==> src/rtl/sync_pattern_gen.sv <==
`default_nettype none
// =============================================================================
// Module   : sync_pattern_gen
// Purpose  : Strobed N-bit word source (counter / LFSR / walking-one / constant)
// Revision : 1.0 - initial release
// =============================================================================
module sync_pattern_gen #(
  parameter int           N     = 8,
  parameter logic [N-1:0] TAPS  = N'(8'hB8),
  parameter int           GAP_W = 4,
  parameter int           CNT_W = 8
) (
  input  logic             clk,
  input  logic             rst_n,
  input  logic             ena,
  input  logic             start,
  input  logic             abort,
  input  logic [1:0]       mode,
  input  logic [N-1:0]     seed,
  input  logic [GAP_W-1:0] gap,
  input  logic [CNT_W-1:0] count,
  output logic [N-1:0]     data_out,
  output logic             stb,
  output logic             busy,
  output logic             done,
  output logic [CNT_W-1:0] words_sent
);

  localparam logic [1:0] C_IDLE = 2'd0;
  localparam logic [1:0] C_RUN  = 2'd1;
  localparam logic [1:0] C_FIN  = 2'd2;

  localparam logic [1:0] C_MODE_CNT   = 2'd0;
  localparam logic [1:0] C_MODE_LFSR  = 2'd1;
  localparam logic [1:0] C_MODE_WALK  = 2'd2;
  localparam logic [1:0] C_MODE_CONST = 2'd3;

  logic [1:0]       state_q,   state_d;
  logic [N-1:0]     data_q,    data_d;
  logic             stb_q,     stb_d;
  logic             busy_q,    busy_d;
  logic             done_q,    done_d;
  logic [CNT_W-1:0] words_q,   words_d;
  logic [GAP_W-1:0] gap_cnt_q, gap_cnt_d;
  logic             first_q,   first_d;

  // Shadow copies of the run configuration, captured at launch.
  logic [1:0]       mode_q,    mode_d;
  logic [N-1:0]     seed_q,    seed_d;
  logic [GAP_W-1:0] gap_q,     gap_d;
  logic [CNT_W-1:0] count_q,   count_d;

  logic             emit;
  logic             last_word;
  logic [CNT_W-1:0] words_inc;
  logic [N-1:0]     first_word;
  logic [N-1:0]     next_word;

  // ---------------------------------------------------------------------------
  // State register (all flops)
  // ---------------------------------------------------------------------------
  always_ff @(posedge clk) begin
    if (!rst_n) begin
      state_q   <= C_IDLE;
      data_q    <= '0;
      stb_q     <= 1'b0;
      busy_q    <= 1'b0;
      done_q    <= 1'b0;
      words_q   <= '0;
      gap_cnt_q <= '0;
      first_q   <= 1'b0;
      mode_q    <= C_MODE_CNT;
      seed_q    <= '0;
      gap_q     <= '0;
      count_q   <= '0;
    end else begin
      state_q   <= state_d;
      data_q    <= data_d;
      stb_q     <= stb_d;
      busy_q    <= busy_d;
      done_q    <= done_d;
      words_q   <= words_d;
      gap_cnt_q <= gap_cnt_d;
      first_q   <= first_d;
      mode_q    <= mode_d;
      seed_q    <= seed_d;
      gap_q     <= gap_d;
      count_q   <= count_d;
    end
  end

  // ---------------------------------------------------------------------------
  // Word generator
  // ---------------------------------------------------------------------------
  always_comb begin
    first_word = seed_q;
    // A zero seed would lock the LFSR and leave walking-one with nothing to walk.
    if ((seed_q == '0) && ((mode_q == C_MODE_LFSR) || (mode_q == C_MODE_WALK))) begin
      first_word = N'(1);
    end

    case (mode_q)
      C_MODE_CNT:   next_word = data_q + N'(1);
      C_MODE_LFSR:  next_word = {data_q[N-2:0], ^(data_q & TAPS)};
      C_MODE_WALK:  next_word = {data_q[N-2:0], data_q[N-1]};
      C_MODE_CONST: next_word = data_q;
      default:      next_word = data_q;
    endcase
  end

  always_comb begin
    words_inc = words_q + CNT_W'(1);
    emit      = ena && (state_q == C_RUN) && !abort && (gap_cnt_q == '0);
    last_word = (count_q != '0) && (words_inc == count_q);
  end

  // ---------------------------------------------------------------------------
  // Next-state logic
  // ---------------------------------------------------------------------------
  always_comb begin
    state_d = state_q;
    if (ena) begin
      case (state_q)
        C_IDLE: begin
          if (start) begin
            state_d = C_RUN;
          end
        end
        C_RUN: begin
          if (abort) begin
            state_d = C_IDLE;
          end else if (emit && last_word) begin
            state_d = C_FIN;
          end
        end
        C_FIN:   state_d = C_IDLE;
        default: state_d = C_IDLE;
      endcase
    end
  end

  // ---------------------------------------------------------------------------
  // Output / datapath logic
  // ---------------------------------------------------------------------------
  always_comb begin
    data_d    = data_q;
    stb_d     = 1'b0;
    done_d    = 1'b0;
    busy_d    = busy_q;
    words_d   = words_q;
    gap_cnt_d = gap_cnt_q;
    first_d   = first_q;
    mode_d    = mode_q;
    seed_d    = seed_q;
    gap_d     = gap_q;
    count_d   = count_q;

    if (ena) begin
      case (state_q)
        C_IDLE: begin
          if (start) begin
            mode_d    = mode;
            seed_d    = seed;
            gap_d     = gap;
            count_d   = count;
            words_d   = '0;
            busy_d    = 1'b1;
            gap_cnt_d = '0;
            first_d   = 1'b1;
          end
        end
        C_RUN: begin
          if (abort) begin
            busy_d = 1'b0;
          end else if (emit) begin
            data_d    = first_q ? first_word : next_word;
            stb_d     = 1'b1;
            words_d   = words_inc;
            gap_cnt_d = gap_q;
            first_d   = 1'b0;
          end else begin
            gap_cnt_d = gap_cnt_q - GAP_W'(1);
          end
        end
        C_FIN: begin
          busy_d = 1'b0;
          done_d = !abort;
        end
        default: begin
          busy_d = 1'b0;
        end
      endcase
    end
  end

  assign data_out   = data_q;
  assign stb        = stb_q;
  assign busy       = busy_q;
  assign done       = done_q;
  assign words_sent = words_q;

endmodule
`default_nettype wire

==> config.mk <==
export PLATFORM = sky130hd
export DESIGN_NAME = sync_pattern_gen
export DESIGN_NICKNAME = d
export VERILOG_FILES = /design/src/rtl/sync_pattern_gen.sv
export SDC_FILE = /design/constraint.sdc
export NUM_CORES = 1
export LEC_CHECK = 0
export CORE_MARGIN = 1
export CORE_UTILIZATION = 53
export DETAILED_ROUTE_END_ITERATION = 8
export PLACE_DENSITY = 0.83
export SYNTH_ARGS = -nofsm -noshare
export SYNTH_HDL_FRONTEND = slang
export SYNTH_SLANG_ARGS = --single-unit
==> constraint.sdc <==
create_clock -name clk -period 2.2 [get_ports clk]
set_clock_uncertainty 0.1 [all_clocks]
set_input_delay 0.33 -clock clk [delete_from_list [all_inputs] [get_ports clk]]
set_output_delay 0.33 -clock clk [all_outputs]
set_load 0.01 [all_outputs]
# --- Yosys cells after proc, flatten, opt, wreduce, memory -nomap -nowiden ---
# Cells that the tools add are included.
word_totals:
  register_bits: 48
  latchBits: 0
  ramBits: 0
  rom_bits: 0
  inputBits: 27
  out_inout_bits: 19
  word_cells: 76
  mem_count: 0
classes:
  addsub: 3
  n_mul: 0
  div_mod_pow: 0
  order_cmp: 0
  eq_ne: 12
  n_shift: 0
  muxes: 22
  bitwise: 4
  n_reduce_logical: 23
op_table:
  columns: ["cell", "n"]
  rows:
  - ["$mux 8", 5]
  - ["$pmux 8 s3", 1]
  - ["$add 8x1->8 const B", 2]
  - ["$pmux 8 s2", 1]
  - ["$mux 4", 3]
  - ["$reduce_and 3->1", 4]
  - ["$ne 2x2->1 const B", 5]
  - ["$reduce_and 5->1", 2]
  - ["$eq 8x8->1", 1]
  - ["$logic_not 8->1", 1]
  - ["$pmux 4 s2", 1]
  - ["$reduce_bool 8->1", 1]
  - ["$reduce_xor 8->1", 1]
  - ["$eq 2x2->1 const B", 3]
  - ["$logic_and 1x1->1", 6]
  - ["$mux 2", 3]
  - ["$mux 1", 5]
  - ["$eq 2x1->1 const B", 2]
  - ["$logic_not 2->1", 2]
  - ["$logic_not 4->1", 1]
  - ["$not 1->1", 4]
  - ["$pmux 1 s2", 2]
  - ["$pmux 2 s2", 1]
  - ["$reduce_and 4->1", 1]
  - ["other kinds (6)", 6]

# --- Logic depth before layout (Yosys ltp) ---
depth:
  word_depth: 8
  ltp_mapped: 8
  ltp_nobuf: 7

# --- Least setup slack after synthesis ---
# No wires, ideal clock.
synth_path:
  kind: "reg-to-reg"
  from: "reg words_q[0] (netlist: words_sent[0])"
  to: "reg state_q[0]"
  setup_ns: 0.146
  t_arrival_ns: 1.807
  setup_slack_ns: 0.147
  stages_incl_launch_ff: 7
  path_buffers: 0
  cell_sequence: "dfxtp_1 ha_1 and3_1 and3_1 xor2_1 a2111oi_2 a41oi_1"
synth_between:
  elab_chain_len: 6
synth_lines:
  columns: ["element", "line", "source"]
  rows:
  - ["start, declared", "43", "logic [CNT_W-1:0] words_q, words_d;"]
  - ["start signal, assigned", "82", "words_q <= words_d;"]
  - ["$add 8x1->8", "112", "words_inc = words_q + CNT_W'(1);"]
  - ["$eq 8x8->1", "114", "last_word = (count_q != '0) && (words_inc == count_q);"]
  - ["$logic_and 1x1->1", "114", null]
  - ["$logic_and 1x1->1", "132", "end else if (emit && last_word) begin"]
  - ["$ne 3x2->1 (no source line)", null, null]
  - ["$reduce_and 3->1 (no source line)", null, null]
  - ["end signal, assigned", "77", "state_q <= state_d;"]
  - ["end, declared", "38", "logic [1:0] state_q, state_d;"]
# No other way between the ends.
# A chain may end at the register's enable or synchronous reset.

# --- Final worst setup path ---
layout_path:
  from: "reg gap_cnt_q[0]"
  to: "reg words_q[7] (netlist: words_sent[7])"
layout_between:
  elab_chain_len: 4
layout_lines:
  columns: ["element", "line", "source"]
  rows:
  - ["start, declared", "44", "logic [GAP_W-1:0] gap_cnt_q, gap_cnt_d;"]
  - ["start signal, assigned", "83", "gap_cnt_q <= gap_cnt_d;"]
  - ["$logic_not 4->1", "113", "emit = ena && (state_q == C_RUN) && !abort && (gap_cnt_q == '0);"]
  - ["$logic_and 1x1->1", "113", null]
  - ["$ne 2x2->1 (no source line)", null, null]
  - ["$reduce_and 5->1 (no source line)", null, null]
# No other way between the ends.

==> out/metrics.yaml <==
power:
  p_leak_nw: 1.235
  p_clk_frac: 0.320
  power_density_nw_per_um2: 504.9
  power.total_w: 0.001697
  power_switching_w: 0.0004244
  seqPwrFrac: 0.545
  internal_power_w: 0.001272
  vdd_drop_max_v: 0.0004454
  sw_frac_of_total: 0.2501
  p_comb_frac: 0.135
routing:
  routed-wl-met2_mm: 3.050
  viasPerCell: 5.700
  routed-via-count: 2542
  wire_per_inst_um: 14.23
  dr_wl_met3_um: 288
  wl_met1_mm: 2.936
  postRouteWirelength_mm: 6.348
  first_pass_iters: 4
  highest_layer: "met4"
  drc: 0
  antenna_left: 0
  drtIter0Drc: 176
setup_path:
  critPathCaptureType: "flop"
  path_cells: "inv_1 > ha_1 > buf_4 > nor3b_1 > nand3_1 > o41ai_1"
  reg2reg_depth: 6
  cp_top_family: "simple AND/OR/NAND/NOR gates"
  cp_data_required_time_ns: 2.30
  cp_slowest_cell: "o41ai_1"
  critPathMaxFanout: 11
  worstSetupPathType: "flop to flop"
  r2r_end: "words_sent[7]"
  setup.worst_path.start_class: "flop"
  ff2ff_setup_slack_ns: 0.14
  r2r_start: "gap_cnt_q[0]"
  critPathMaxStageDelay_ns: 0.45
  cp.depth: 6
  crit_buf_inv: 2
  crit_arrival_ns: 2.17
cells_and_area:
  antenna_cells: 0
  drive_above_1_share: 0.09763
  stdcell_count: 446
  area_growth_pct: 26.28
  ff_latch_area_um2: 960.9
  nFillCells: 400
  multi_input_area_um2: 1580
  fin_nets: 412
timing:
  setup_viol: 0
  hold_violations: 0
  relSlewSlack: 0.6241
  rsz0062_at_grt: "no"
  holdWs_ns: 0.3722
  fin_crit_ns: 2.065
  max_freq_mhz: 484.4
  timing.final.crit_share: 0.9384
  worstMarginPinSlew_ns: 0.5601
  slew_viol_final: 0
status:
  status: "finished clean"
global_route:
  antenna_found_initial: 0
  grt.total_usage: 0.2599
  grt_pass1_vias: 2367
  grt_max_degree: 25
  gr-total-overflow: 0
  grt_pass1_wl_mm: 10.72
clocking:
  clock-sinks: 48
  cts_max_path_buffers: 2
  htreeDepth: 2
  cts_tree: "done"
  post_cts_buffers: 0
  path_clk_slew_ns: 0.08
  root_buffer: "clkbuf_8"
  cts_buffers: 5
  clk_latency_ns: 0.30
synthesis:
  synth_edf_count: 0
  synth_nets: 358
  synth.most_common_cell: "nand2_1"
  async_reset_ff_frac: 0
  syn_inst: 324
  netlist_area_um2: 2661
  yosys_warnings: 0
  synth.avg_cell_area_um2: 8.214
  synth_top_area_cell: "dfxtp_1"
  ys_seq_area_frac: 0.3611
  synth_cell_types: 56
  synth-main-ff-cell: "dfxtp_1"
  synth-seq-cells: 48
  synthTopCellsByArea: "dfxtp_1 36%, nand2_1 9.9%, a21boi_0 9.6%"
  synth_top_area_frac: 0.3611
  yosys-top-cells-count: "70 x nand2_1, 48 x dfxtp_1, 34 x a21boi_0, 16 x o21ai_0, 14 x clkbuf_1"
hold_path:
  whs_endpoint: "gap_q[2]"
  holdPathStages: 2
  hold_class: "flop to flop"
  hp-start: "gap_q[2]"
placed_design:
  gp_congestion: 0.8373
  io_buffers: 45
  dp_hpwl_mm: 4.755
  dp.cells: 438
floorplan:
  num_rows: 25
  die_height_um: 72.86
  fp.coreArea_um2: 4786
  io_pins: 46
  die_w_um: 72.86
  die_area_um2: 5309
  start_util: 0.5561
run:
  drv_cap: 0
==> cells in the final DEF (no fill, tap or decap), types with 4 or more instances in the layout <==
master           instances
nand2_1                 70
dfxtp_1                 48
clkdlybuf4s50_1         45
a21boi_0                34
buf_4                   20
o21ai_0                 16
inv_1                   12
nand3_1                 12
nor2_1                  10
o31ai_1                  8
o211ai_1                 7
ha_1                     7
xor2_1                   6
nor4_1                   6
clkbuf_8                 6
a21oi_1                  5
xnor2_1                  5
o21a_1                   4
nor3_1                   4
==> per-stage QoR <==
stage | TNS [ns] | cell area, um^2 | util | setup slack (ns)
finish | 0 | 3361 | 0.7022 | 0.1354
global placement | 0 | 3267 | 0.6826 | 0.04291
floorplan | 0 | 2661 | - | 0.1473
CTS | 0 | 3357 | 0.7014 | 0.03942
detailed placement | -0.07841 | 3267 | 0.6826 | -0.04837
global route | 0 | 3361 | 0.7022 | 0.005532
==> routing by layer <==
layer | track usage | vias up
li1 | - | 1277
met1 | 0.3474 | 1196
met2 | 0.4330 | 63
met3 | 0.04282 | 6
met4 | 0.07407 | 0
met5 | 0 | -
==> worst max path at each step <==
stage / slack (ns) / from / end
6_report: 0.14 / gap_cnt_q[0] / words_sent[7]
5_1_grt: 0.006 / gap_cnt_q[0] / words_sent[7]
4_1_cts: 0.04 / gap_cnt_q[0] / state_q[0]
3_5_place_dp: -0.05 / ena / words_sent[7]
3_3_place_gp: 0.04 / ena / state_q[0]
2_1_floorplan: 0.15 / words_sent[0] / state_q[0]
==> power by group through the flow <==
stage / Combinational (W) / Sequential [W] / Clock, W
4_1_cts: 0.000229 / 0.000923 / 0.000556
5_1_grt: 0.000254 / 0.000928 / 0.000592
2_1_floorplan: 0.000127 / 0.000936 / 0
3_3_place_gp: 0.000222 / 0.000943 / 0
3_5_place_dp: 0.000228 / 0.000944 / 0
6_report: 0.000229 / 0.000924 / 0.000544
==> cell type report <==
type,count,area share
multi-input combinational,246,0.4702
timing repair buffer,65,0.1787
inverter,12,0.01340
tap,67,0.02494
clock buffer,8,0.02681
sequential,48,0.2859
==> cell families after synthesis <==
family | count (synthesis) | synth area share
muxes | 1 | 0.003761
adders and majority gates | 7 | 0.03291
buffers and inverters | 30 | 0.04654
DFF | 48 | 0.3611
AOI/OAI and AO/OA | 102 | 0.2816
and+or+nand+nor | 125 | 0.2379
xor gates and xnor gates | 11 | 0.03620
==> repair_timing <==
| action | CTS | global route |
|---|---|---|
| hold buffers | 0 | 0 |
| resized for setup | 0 | 2 |
| setup endpoints to repair | 0 | 3 |
==> sequential cells by signal, indices dropped and copies added (netlist names), 2 cells and up <==
register / count
gap_q: 4
seed_q: 8
count_q: 8
words_sent: 8
gap_cnt_q: 4
state_q: 2
mode_q: 2
data_out: 8
==> worst register-to-register path, stage by stage, from the launching register on <==
cell and delay, ns:
dfxtp_1 0.35, inv_1 0.07, ha_1 0.16, buf_4 0.14, nor3b_1 0.30, nand3_1 0.40
o41ai_1 0.45
(Power assumes the default switching activity.)
